$ cat config.mk
export PLATFORM = sky130hd
export DESIGN_NAME = bcd_down_cntr_sync
export DESIGN_NICKNAME = d
export VERILOG_FILES = /design/src/rtl/bcd_down_cntr_sync.sv
export SDC_FILE = /design/constraint.sdc
export NUM_CORES = 1
export LEC_CHECK = 0
export BUFFER_PORTS_ARGS = -buffer_cell sky130_fd_sc_hd__buf_4
export CORE_AREA = 4 4 41 43
export CTS_BUF_LIST = sky130_fd_sc_hd__clkbuf_4
export CTS_CLUSTER_SIZE = 16
export DETAILED_ROUTE_END_ITERATION = 16
export DIE_AREA = 0 0 45 47
export GPL_ROUTABILITY_DRIVEN = 0
export GPL_TIMING_DRIVEN = 0
export PLACE_DENSITY = 0.8
export SYNTH_ARGS = -nofsm -noshare
export SYNTH_HDL_FRONTEND = slang
export SYNTH_SLANG_ARGS = --single-unit
$ cat constraint.sdc
create_clock -name clk -period 2.8 [get_ports clk]
set_clock_uncertainty 0.15 [all_clocks]
set_input_delay 0.56 -clock clk [delete_from_list [all_inputs] [get_ports clk]]
set_output_delay 0.56 -clock clk [all_outputs]
set_load 0.01 [all_outputs]
$ cat src/rtl/bcd_down_cntr_sync.sv
// bcd_down_cntr_sync: multi-digit packed BCD down-counter with sanitising parallel load,
// zero flag, terminal-count pulse and load-error pulse.
module bcd_down_cntr_sync #(
  parameter int NDIG = 2,
  parameter bit WRAP = 1'b0
) (
  input  logic              clk,
  input  logic              rstn,
  input  logic              load,
  input  logic [4*NDIG-1:0] load_val,
  input  logic              cnt_en,
  output logic [4*NDIG-1:0] count,
  output logic              zero,
  output logic              tc_pulse,
  output logic              load_err
);
  localparam int W = 4 * NDIG;
  logic [W-1:0]    r_count;
  logic            r_zero;
  logic            r_tc;
  logic            r_lerr;
  logic [W-1:0]    w_dec;
  logic [W-1:0]    w_sat;
  logic [NDIG-1:0] w_bad;
  logic [W-1:0]    w_next;
  logic            w_tc;
  for (genvar g = 0; g < NDIG; g++) begin : g_dig
    logic [3:0] w_d;
    logic       w_bin;
    assign w_d = r_count[4*g +: 4];
    // A digit sees the borrow exactly when every lower digit is zero.
    if (g == 0) begin : g_lsd
      assign w_bin = 1'b1;
    end else begin : g_upper
      assign w_bin = ~|r_count[4*g-1:0];
    end
    assign w_dec[4*g +: 4] = !w_bin ? w_d : (w_d == 4'd0 ? 4'd9 : w_d - 4'd1);
    assign w_bad[g]        = load_val[4*g +: 4] > 4'd9;
    assign w_sat[4*g +: 4] = w_bad[g] ? 4'd9 : load_val[4*g +: 4];
  end
  assign w_next = load ? w_sat : !cnt_en ? r_count : (r_zero && !WRAP) ? r_count : w_dec;
  assign w_tc   = !load && cnt_en && !r_zero && (w_dec == '0);
  always_ff @(posedge clk or negedge rstn) begin
    if (!rstn) begin
      r_count <= '0;
      r_zero  <= 1'b1;
      r_tc    <= 1'b0;
      r_lerr  <= 1'b0;
    end else begin
      r_count <= w_next;
      r_zero  <= (w_next == '0);
      r_tc    <= w_tc;
      r_lerr  <= load && |w_bad;
    end
  end
  assign count    = r_count;
  assign zero     = r_zero;
  assign tc_pulse = r_tc;
  assign load_err = r_lerr;
endmodule

==> flow_metrics.tcl <==
set metrics [dict create \
    n_fill_cell 118 \
    yosys.area.top_type_share_pct 37.5 \
    r2r_slack_ns 0.73 \
    ys_types 33 \
    via_per_inst 5.71 \
    whs_path_depth 2 \
    synth-main-ff-cell "dfrtp_1" \
    min_period_over_period_pct 74.1 \
    hpwl_um 1230 \
    synth_warnings 0 \
    rows 13 \
    clock_latency_ns 0.26 \
    hold_class "input pin to register" \
    drive_gt1_share_pct 33.3 \
    layout_common_cells "buf_4 (21), dfrtp_1 (10), nor2_1 (7)" \
    die_area_um2 2120 \
    grt_pass1_vias 588 \
    power.density_nw_per_um2 484 \
    stdcell_count 111 \
    drc 0 \
    worstReg2RegStart "count[2]$_DFF_PN0_" \
    synth_edf_count 0 \
    grt-ovfl-total 0 \
    cpLargestDelayFamily "simple AND/OR/NAND/NOR gates" \
    multi_input_area_um2 364 \
    r2r_cells 4 \
    yosys.area.top_type "dfrtp_1" \
    seq_area_um2 277 \
    nets 109 \
    path_cells "or4_4 -> or3_4 -> o41ai_4 -> nor4_1" \
    diodes 0 \
    crit_fanout 8 \
    slew_headroom_pct 76.4 \
    yosysSeqAreaShare_pct 41.4 \
    grt.total_usage_pct 17.3 \
    fp.dieH_um 47 \
    setup_viol 0 \
    numPortBuffers 21 \
    numCtsBuffers 3 \
    max_slew.worst_pin.slew_ns 0.355 \
    final_util_pct 68.0 \
    critPathArrivalTime_ns 2.10 \
    ant_nets 0 \
    worst_path_max_delay_cell "or4_4" \
    fin_setup_tns_ns 0 \
    routed_wl_um 1580 \
    synth_area_leaders "dfrtp_1 (37%), o21ai_0 (4.5%), o41ai_4 (4.1%)" \
    timing_hold_violations_final 0 \
    die_w_um 45 \
    fmax_mhz 482 \
    grt_pass1_wl_um 2640 \
    async_reset_ff_share_pct 100 \
    placedCellCount 106 \
    htreeDepth 1 \
    grt_start_max_net_pins 12 \
    areaGrowthSynthToFinish_pct 32.4 \
    power.leakage_nw 0.399 \
    dr.pass1.iters 4 \
    coreArea_um2 1300 \
    cp-start-kind "register" \
    synth_area_um2 668 \
    cts_tree "done" \
    drv_slew 0 \
    cts_root_buf "clkbuf_4" \
    io_pins 23 \
    crit_required_ns 2.83 \
    initial_core_util_pct 51.3 \
    syn_inst 70 \
    vdd_drop_max_mv 0.255 \
    clk_pin_slew_ns 0.07 \
    critPathMaxStageDelay_ns 0.58 \
    num_vias 634 \
    avgSynthCellArea_um2 9.54 \
    rsz0062_at_grt "false" \
    status "finished, final reports clean" \
    antenna_found_initial 0 \
    whs_ns 0.362 \
    hold_start "load_val[1]" \
    wl_per_cell_um 14.2 \
    cp-end-kind "register" \
    worst-path-buf-inv 0 \
    ctsLongestPathBuffers 2 \
    syn_nets 82 \
    cts.sinks 11 \
    min_to "count[1]$_DFF_PN0_" \
    final_common_cell "buf_4" \
    initialDrtViolationCount 24 \
    critPathKind "register to register" \
    maxCapViolations 0 \
    regToRegEndpoint "zero$_DFF_PN1_" \
    ys_ff_latch 11 \
    period_needed_ns 2.07 \
]
-- timing repair --
action / in CTS / in global routing
hold endpoints to repair: 10 / 0
gates resized for setup: 0 / 0
hold buffers: 1 / 0
buffers inserted: 0 / 0
-- through the flow --
step	area, µm²	worst slack (ns)	total power [mW]
floorplan	668	0.686	0.259
global placement	845	0.625	0.309
detailed placement	845	0.596	0.313
CTS	885	0.735	0.429
global route	885	0.599	0.454
finish	885	0.726	0.428
-- Yosys cell counts, drive strengths merged, types with 2 or more instances --
| cell | instances |
|---|---|
| a31oi | 2 |
| inv | 2 |
| o21ai | 9 |
| or4 | 3 |
| nor3 | 4 |
| dfrtp | 10 |
| nor2 | 7 |
| nor3b | 2 |
| a21oi | 3 |
| xnor2 | 2 |
| buf | 2 |
| nand2b | 2 |
| xor2 | 2 |
| nor2b | 2 |
| nand2 | 3 |
-- power by group --
group	switching, mW	internal (mW)
Clock	0.0520	0.0646
Sequential	0.0225	0.173
Combinational	0.0558	0.0598
Total	0.130	0.298
-- metal layers --
layer  part of all wire [%]  up-vias  track usage, %  routed length (µm)
met2                     48       22            28.5                 764
met3                    6.5        2            2.30                 103
met1                     44      300            22.8                 695
met4                    1.1        0            7.02                  17
met5                      0        -               0                   0
li1                       -      310               -                   -
-- kinds of logic (layout without fill, tap and decap cells) --
group                  after synthesis  count (layout)  synth area share [%]
XOR/XNOR                             4               4                  5.24
AND/OR/NAND/NOR                     29              29                  25.8
AO/OA/AOI/OAI                       20              20                  21.9
multiplexers                         1               1                  1.50
buffers and inverters                5              31                  4.12
flip-flops                          11              11                  41.4
-- worst max-delay path by stage --
stage                  startpoint        endpoint  slack (ns)  depth (start not counted)
2_1_floorplan                load  zero$_DFF_PN1_        0.69                          5
3_3_place_gp                 load  zero$_DFF_PN1_        0.63                          5
3_5_place_dp                 load  zero$_DFF_PN1_        0.60                          5
4_1_cts        count[2]$_DFF_PN0_  zero$_DFF_PN1_        0.73                          4
5_1_grt        count[0]$_DFF_PN0_  zero$_DFF_PN1_        0.60                          5
6_report       count[2]$_DFF_PN0_  zero$_DFF_PN1_        0.73                          4
-- flip-flops by register name (all words and copies together) (netlist names) --
name / flops
count: 8
load_err: 1
tc_pulse: 1
zero: 1
-- cell type report --
type / count / area share [%]
Multi-Input combinational cell: 54 / 41.2
Sequential cell: 11 / 31.3
Timing Repair Buffer: 22 / 19.0
Clock buffer: 4 / 3.39
Buffer: 3 / 2.26
Tap cell: 15 / 2.12
Inverter: 2 / 0.849
No activity file was read; power rests on OpenSTA's default activity.
